--- config.mk ---
export PLATFORM = sky130hd
export DESIGN_NAME = dual_chan_arb
export DESIGN_NICKNAME = d
export VERILOG_FILES = /design/src/rtl/dual_chan_arb_pkg.sv /design/src/rtl/resp_fifo.sv /design/src/rtl/dual_chan_arb.sv
export SDC_FILE = /design/constraint.sdc
export NUM_CORES = 1
export LEC_CHECK = 0
export ABC_AREA = 1
export BUFFER_PORTS_ARGS = -buffer_cell sky130_fd_sc_hd__clkbuf_2
export CAP_MARGIN = 20
export CORE_UTILIZATION = 57
export CTS_CLUSTER_DIAMETER = 30
export DETAILED_ROUTE_END_ITERATION = 10
export GPL_TIMING_DRIVEN = 0
export PLACE_DENSITY = 0.81
export SYNTH_ARGS = -nofsm -noshare
export SYNTH_HDL_FRONTEND = slang
export SYNTH_SLANG_ARGS = --single-unit
--- constraint.sdc ---
create_clock -name clk -period 2.7 [get_ports clk]
set_input_delay 0.405 -clock clk [delete_from_list [all_inputs] [get_ports clk]]
set_output_delay 0.405 -clock clk [all_outputs]
set_load 0.1 [all_outputs]
--- src/rtl/dual_chan_arb_pkg.sv ---
// Shared types for the dual-channel arbiter: channel identifier and the
// per-stage tag carried alongside each operand through the shared datapath.
package dual_chan_arb_pkg;

    typedef enum logic {
        CH_A = 1'b0,
        CH_B = 1'b1
    } chan_e;

    // One entry of the issue-tracking pipeline.
    typedef struct packed {
        logic  valid;
        chan_e chan;
    } tag_t;

    localparam tag_t TAG_IDLE = '{valid: 1'b0, chan: CH_A};

    // The round-robin pointer always moves to the channel that did not win.
    function automatic chan_e other_chan(input chan_e c);
        return (c == CH_A) ? CH_B : CH_A;
    endfunction

endpackage

--- src/rtl/resp_fifo.sv ---
// Synchronous response FIFO, one instance per channel. The head is presented
// combinationally (zero when empty); push and pop in the same cycle both land.
module resp_fifo #(
    parameter int DW    = 8,
    parameter int DEPTH = 4
) (
    input  logic          clk,
    input  logic          rst_n,
    input  logic          push,
    input  logic [DW-1:0] push_data,
    input  logic          pop,
    output logic          valid,
    output logic [DW-1:0] head
);

    localparam int PW = (DEPTH > 1) ? $clog2(DEPTH) : 1;
    localparam int CW = $clog2(DEPTH + 1);

    logic [DW-1:0] mem [DEPTH];
    logic [PW-1:0] wr_ptr;
    logic [PW-1:0] rd_ptr;
    logic [CW-1:0] count;
    logic          empty;
    logic          full;
    logic          do_pop;

    assign empty  = (count == '0);
    assign full   = (count == CW'(DEPTH));
    assign do_pop = pop && !empty;
    assign valid  = !empty;
    assign head   = empty ? '0 : mem[rd_ptr];

    // Pointer advance with wrap at DEPTH (DEPTH need not be a power of two).
    function automatic logic [PW-1:0] bump(input logic [PW-1:0] p);
        return (p == PW'(DEPTH - 1)) ? '0 : p + PW'(1);
    endfunction

    // Pointer and occupancy bookkeeping.
    // NOTE: state registers use non-blocking assignments so every flop samples
    // the pre-edge values regardless of statement order.
    always_ff @(posedge clk) begin
        if (!rst_n) begin
            wr_ptr <= '0;
            rd_ptr <= '0;
            count  <= '0;
        end else begin
            if (push)   wr_ptr <= bump(wr_ptr);
            if (do_pop) rd_ptr <= bump(rd_ptr);
            count <= count + CW'(push) - CW'(do_pop);
        end
    end

    // Storage write port.
    // NOTE: the array has no reset; stale entries are never visible because
    // the head is masked by the occupancy count, so clearing it buys nothing.
    always_ff @(posedge clk) begin
        if (push) mem[wr_ptr] <= push_data;
    end

    // Credit gating upstream must make a push into a full FIFO impossible.
    no_overflow: assert property (@(posedge clk) disable iff (!rst_n) !(push && full));

endmodule

--- src/rtl/dual_chan_arb.sv ---
// Two-channel round-robin arbiter in front of a shared fixed-latency datapath.
// Each issued operand is tracked by a LAT-deep tag pipeline so the result can
// be steered into the owning channel's response FIFO. Per-channel credits
// (in-flight plus queued results) stop a channel from issuing when its FIFO
// could not absorb another result.
module dual_chan_arb
    import dual_chan_arb_pkg::*;
#(
    parameter int DW    = 8,
    parameter int LAT   = 2,
    parameter int DEPTH = 4
) (
    input  logic          clk,
    input  logic          rst_n,

    input  logic          sig_a_req_valid,
    output logic          sig_a_req_ready,
    input  logic [DW-1:0] sig_a_req_data,
    output logic          sig_a_rsp_valid,
    input  logic          sig_a_rsp_ready,
    output logic [DW-1:0] sig_a_rsp_data,

    input  logic          sig_b_req_valid,
    output logic          sig_b_req_ready,
    input  logic [DW-1:0] sig_b_req_data,
    output logic          sig_b_rsp_valid,
    input  logic          sig_b_rsp_ready,
    output logic [DW-1:0] sig_b_rsp_data,

    output logic          dp_valid,
    output logic [DW-1:0] dp_data_in,
    input  logic [DW-1:0] dp_data_out
);

    localparam int CW = $clog2(DEPTH + 1);

    logic [CW-1:0] credit_a;
    logic [CW-1:0] credit_b;
    logic          elig_a;
    logic          elig_b;
    chan_e         rr;
    chan_e         grant_chan;
    logic          grant_valid;
    logic          grant_a;
    logic          grant_b;
    logic          pop_a;
    logic          pop_b;
    logic          push_a;
    logic          push_b;
    tag_t          tag_q [LAT];
    tag_t          tag_out;

    // Eligibility: requesting and room for one more result. Forced low while
    // reset is asserted so no handshake can complete during reset.
    assign elig_a = rst_n && sig_a_req_valid && (credit_a < CW'(DEPTH));
    assign elig_b = rst_n && sig_b_req_valid && (credit_b < CW'(DEPTH));

    // Round-robin grant: rr wins a tie, a lone eligible channel always wins.
    // NOTE: both outputs get a default before the if-chain so every path
    // assigns them and no latch is inferred.
    always_comb begin
        grant_valid = 1'b0;
        grant_chan  = rr;
        if (elig_a && elig_b) begin
            grant_valid = 1'b1;
            grant_chan  = rr;
        end else if (elig_a) begin
            grant_valid = 1'b1;
            grant_chan  = CH_A;
        end else if (elig_b) begin
            grant_valid = 1'b1;
            grant_chan  = CH_B;
        end
    end

    assign grant_a = grant_valid && (grant_chan == CH_A);
    assign grant_b = grant_valid && (grant_chan == CH_B);

    assign sig_a_req_ready = grant_a;
    assign sig_b_req_ready = grant_b;

    // The winning operand goes straight to the datapath in the grant cycle.
    assign dp_valid   = grant_valid;
    assign dp_data_in = grant_a ? sig_a_req_data :
                        grant_b ? sig_b_req_data : '0;

    // Tag pipeline: stage 0 holds the issue from the previous cycle, so the
    // last stage lines up with dp_data_out exactly LAT cycles after issue.
    always_ff @(posedge clk) begin
        if (!rst_n) begin
            for (int i = 0; i < LAT; i++) tag_q[i] <= TAG_IDLE;
        end else begin
            tag_q[0] <= '{valid: grant_valid, chan: grant_chan};
            for (int i = 1; i < LAT; i++) tag_q[i] <= tag_q[i-1];
        end
    end

    assign tag_out = tag_q[LAT-1];

    // Results without a valid tag at the last stage are dropped.
    assign push_a = tag_out.valid && (tag_out.chan == CH_A);
    assign push_b = tag_out.valid && (tag_out.chan == CH_B);

    assign pop_a = sig_a_rsp_valid && sig_a_rsp_ready;
    assign pop_b = sig_b_rsp_valid && sig_b_rsp_ready;

    // Credits and the round-robin pointer.
    always_ff @(posedge clk) begin
        if (!rst_n) begin
            credit_a <= '0;
            credit_b <= '0;
            rr       <= CH_A;
        end else begin
            credit_a <= credit_a + CW'(grant_a) - CW'(pop_a);
            credit_b <= credit_b + CW'(grant_b) - CW'(pop_b);
            if (grant_valid) rr <= other_chan(grant_chan);
        end
    end

    resp_fifo #(
        .DW    (DW),
        .DEPTH (DEPTH)
    ) u_fifo_a (
        .clk       (clk),
        .rst_n     (rst_n),
        .push      (push_a),
        .push_data (dp_data_out),
        .pop       (pop_a),
        .valid     (sig_a_rsp_valid),
        .head      (sig_a_rsp_data)
    );

    resp_fifo #(
        .DW    (DW),
        .DEPTH (DEPTH)
    ) u_fifo_b (
        .clk       (clk),
        .rst_n     (rst_n),
        .push      (push_b),
        .push_data (dp_data_out),
        .pop       (pop_b),
        .valid     (sig_b_rsp_valid),
        .head      (sig_b_rsp_data)
    );

endmodule

==> results.txt <==
The run finished with clean final reports. The root buffer cell chosen for the clock tree is clkbuf_8. The largest delay contributor family on the critical path is buffers and inverters. The proportion of layout cells with a drive suffix above 1 came out at a little over a fifth. The max-slew headroom at the worst pin came out at a little under half.

The number of placement rows is 30. The max-slew violation total from the final report came out at 0. The number of synthesized flops with an enable pin is 64. After the first detailed-routing iteration, the DRC count stood at between 150 and 200. For hold timing, the worst endpoint is u_fifo_a.mem[2][3]. After detailed routing, the number of remaining DRC violations is 0. The power per standard cell area came out at roughly 1100 mW/mm2.

The switching component of the power came out at 2820 uW. The share of the clock period used by the worst path is between 90% and 100%. The layout has roughly 540 filler cells.

The number of hold buffers added after CTS is 0. The post-cts resize count is 0. Setup repair after global routing left no endpoint under its margin. The initial antenna violation count came out at 0. The clock-pin slew on the worst setup and hold paths came out at about 0.090 ns. The share of power burned in the clock network is between 10% and 20%. The boundary pin count is 59. The depth of the worst register-to-register path came out at 10. The H-tree was split into 3 levels.

By count the netlist is led by 112 x nand2_1, 64 x edfxtp_1, 56 x nor2_1. The utilization after layout came out at between 60 and 70%. The number of buffers added by the clock tree synthesis step came out at 9. The slowest stage of the critical path is the clkbuf_2 cell.

The via count normalized by instance count came out at around 5. The area inside the core boundary is between 0.006 and 0.007 mm2. The sequential share of the synthesized area is slightly above 60%.

At the worst endpoint, the arrival time is approximately 2.1 ns. In this run, synthesis produced a sequential element count of between 90 and 100. Setup violations remaining at the end of the flow were counted as 0. The die footprint came out at approximately 0.0076 mm2. Static timing analysis puts the maximum clock frequency at 400 MHz.

The weighted congestion reported at the end of routability-driven placement came out at approximately 0.73. The leakage dissipation is roughly 0.0022 uW. Summing all flip-flop and latch instances after layout gives between 0.002 and 0.003 mm2. The maximum cell stage delay along the critical path is between 0.4 and 0.5 ns. TritonCTS built the clock tree. STA classifies the critical path startpoint as a flop.

For this configuration, the core starts out at a cell density of about 60%. The synthesis warning total came out at 0. The later pin in the worst-skew pair is clocked with a latency of 0.36 ns. The count of inserted antenna diode cells came out at 0.

In the synthesized netlist the dominant register cell turns out to be edfxtp_1. The global-route wire length before repair is ~13000 um. The die outline height is approximately 87 um.

The area fraction of the dominant cell type after synthesis came out at a little under half. The internal portion of the total power is around 2600 uW. Across every metal layer, demand over resource in global routing totals 22.8%. In the post-synthesis netlist, the cell with the most instances is nand2_1. The total wire length came out at between 7000 and 8000 um. The minimum period implied by the final worst setup slack is around 2.5 ns.

Clock tree synthesis found a total of 93 sinks. The final net count came out at 540. The synthesized netlist occupies a cell area of just over 0.004 mm2. The maximum clock path buffer count came out at 2. met2 is the most crowded layer. The switching portion of total power came out at around 52%. The number of cells produced by synthesis is roughly 420. The count of TritonRoute iterations in the first routing pass came out at 4. The startpoint identified for the worst register-to-register timing path is u_fifo_a.count[1].

Adding up every negative setup slack in the final design gives 0 ns. The post-layout instance count excluding filler cells is between 500 and 600. The number of routed nets with antenna violations is 0. The met1 demand-to-capacity share in global routing is ~28%.

The met3 capacity usage during global routing is approximately 4.7%. Sorting the synthesized cells by area gives the leading types as edfxtp_1 46%, dfxtp_1 14%, nand2_1 10%, ha_1 5.4%, nor2_1 5.1%. The biggest area contributor in the post-synthesis netlist is edfxtp_1. The worst hold path begins at dp_data_out[3]. The async set-reset flop share out of synthesis came out at 0%.

Traced cell by cell, the critical path runs through nor2_1, nand2_2, clkinv_1, a21oi_2, clkbuf_2. The data required time at the worst endpoint is roughly 2.3 ns. The kind of critical path is reg -> out. The share of total power dissipated in sequential elements is approximately a third. The largest driver fanout on the critical path came out at 9. The total buffers and inverters traversed by the critical path is 2.

The wire length per cell after detailed routing came out at 13.4 um. The post-CTS setup repair buffer count is 0. The hold violation total from the final report came to 0. The number of placed instances with taps included came out at 573. Entering global routing, the biggest net connects 16 pins. The combinational group share of total power is 52.8%. The worst hold-check path type is in -> reg. The capture instance of the worst register-to-register path is credit_a[2]. The worst vdd rail ir drop came out at about 0.00044 V.

The max-cap check violation count came out at 0. The worst hold path cell count is 1. The final worst clock skew is 0.0110 ns. The horizontal extent of the die came out at 87.3 um. The number of port buffers is 58. The total nets after synthesis came out at roughly 470. The worst setup path is captured at a primary output. The total number of vias came out at 2956.

The minimum setup slack among reg-to-reg paths came out at between 0.2 and 0.25 ns. The overall power consumption is around 5400 uW. The number of unique standard cell types used by synthesis is 24. Global routing finished with a remaining overflow of 0. The met2 demand-to-capacity share in global routing came out at just under 40%.

The transition time of the tightest slew-check pin came out at 0.802 ns. The per-instance average area after synthesis came out at 9.90 um2. The area used by multi-input combinational logic is about 0.0014 mm2. The post-detailed-placement half-perimeter wirelength is 5730 um. The number of global-route vias before repair came to around 2800. From synthesis to final layout, the design area changed by 14.9%.
## registers in the layout (all words and copies together), names as in the netlist, named ones only
register         flops
credit_a             3
u_fifo_b.wr_ptr      2
credit_b             3
u_fifo_a.rd_ptr      2
u_fifo_b.mem        32
u_fifo_b.count       3
u_fifo_b.rd_ptr      2
tag_q                4
u_fifo_a.mem        32
u_fifo_a.count       3
rr                   1
u_fifo_a.wr_ptr      2
## worst max-delay path by stage
stage / end / slack [ns] / start / depth (start not counted)
finish: sig_a_rsp_data[2] / 0.20 / u_fifo_a.count[1] / 5
global route: u_fifo_a.count[2] / 0.08 / u_fifo_a.count[1] / 11
CTS: sig_a_rsp_data[0] / 0.19 / u_fifo_a.count[1] / 5
detailed placement: u_fifo_a.count[2] / 0.31 / u_fifo_a.count[1] / 11
global placement: u_fifo_a.count[2] / 0.34 / u_fifo_a.count[1] / 11
floorplan: sig_b_rsp_data[0] / -0.44 / u_fifo_b.count[1] / 4
## power groups by stage
| stage | combinational, uW | sequential [uW] | clock, uW |
|---|---|---|---|
| 6_report | 2860 | 1750 | 806 |
| 5_1_grt | 3070 | 1770 | 878 |
| 4_1_cts | 2870 | 1750 | 816 |
| 3_5_place_dp | 2860 | 1780 | 0 |
| 3_3_place_gp | 2770 | 1770 | 0 |
| 2_1_floorplan | 2390 | 1760 | 0 |
## through the flow
stage / hold slack [ns] / instance area (um2) / setup slack [ns]
floorplan: 0.390 / 4190 / -0.438
global placement: 0.392 / 4600 / 0.341
detailed placement: 0.407 / 4600 / 0.308
CTS: 0.346 / 4770 / 0.190
global route: 0.350 / 4770 / 0.0766
finish: 0.348 / 4770 / 0.199
## per-layer routing
metal	up-vias	wire (um)
li1	1487	-
met1	1383	3350
met2	76	4050
met3	10	333
met4	0	146
met5	-	0
## logic make-up (layout without fill, tap and decap cells)
group | count (synthesis) | in the layout | synth area share [%]
xor+xnor | 2 | 2 | 0.422
flops | 93 | 93 | 60.3
simple gates | 190 | 190 | 18.8
buf+inv | 63 | 137 | 6.85
compound gates | 49 | 49 | 6.27
fa+ha+maj | 22 | 22 | 7.36
## layout make-up
cell class	instances	area share, %
flip-flops and latches	93	52.5
well taps	96	2.52
multi-input cells	263	29.4
repair buffers	58	6.09
inverters	52	4.09
plain buffers	11	1.86
clock buffers	10	2.68
clock inverters	6	0.840
## cells in the final DEF (no fill, tap or decap), drive strengths merged
cell,n
nand2,114
clkbuf,68
edfxtp,64
nor2,57
inv,50
dfxtp,29
a21oi,29
o21ai,20
ha,18
nand3,12
buf,11
clkinv,8
nand3b,4
fa,4
or2,2
xor2,2
nand4,1
## worst register-to-register path, cell delays in order, from the launching register on
cell and delay [ns]:
dfxtp_1 0.41, nor2_1 0.08, nand2_2 0.11, clkinv_1 0.39
nor2_1 0.34, ha_1 0.16, inv_1 0.04, ha_1 0.18
fa_1 0.38, nand3b_1 0.16, a21oi_1 0.15
Power figures use the tool's default switching activity.
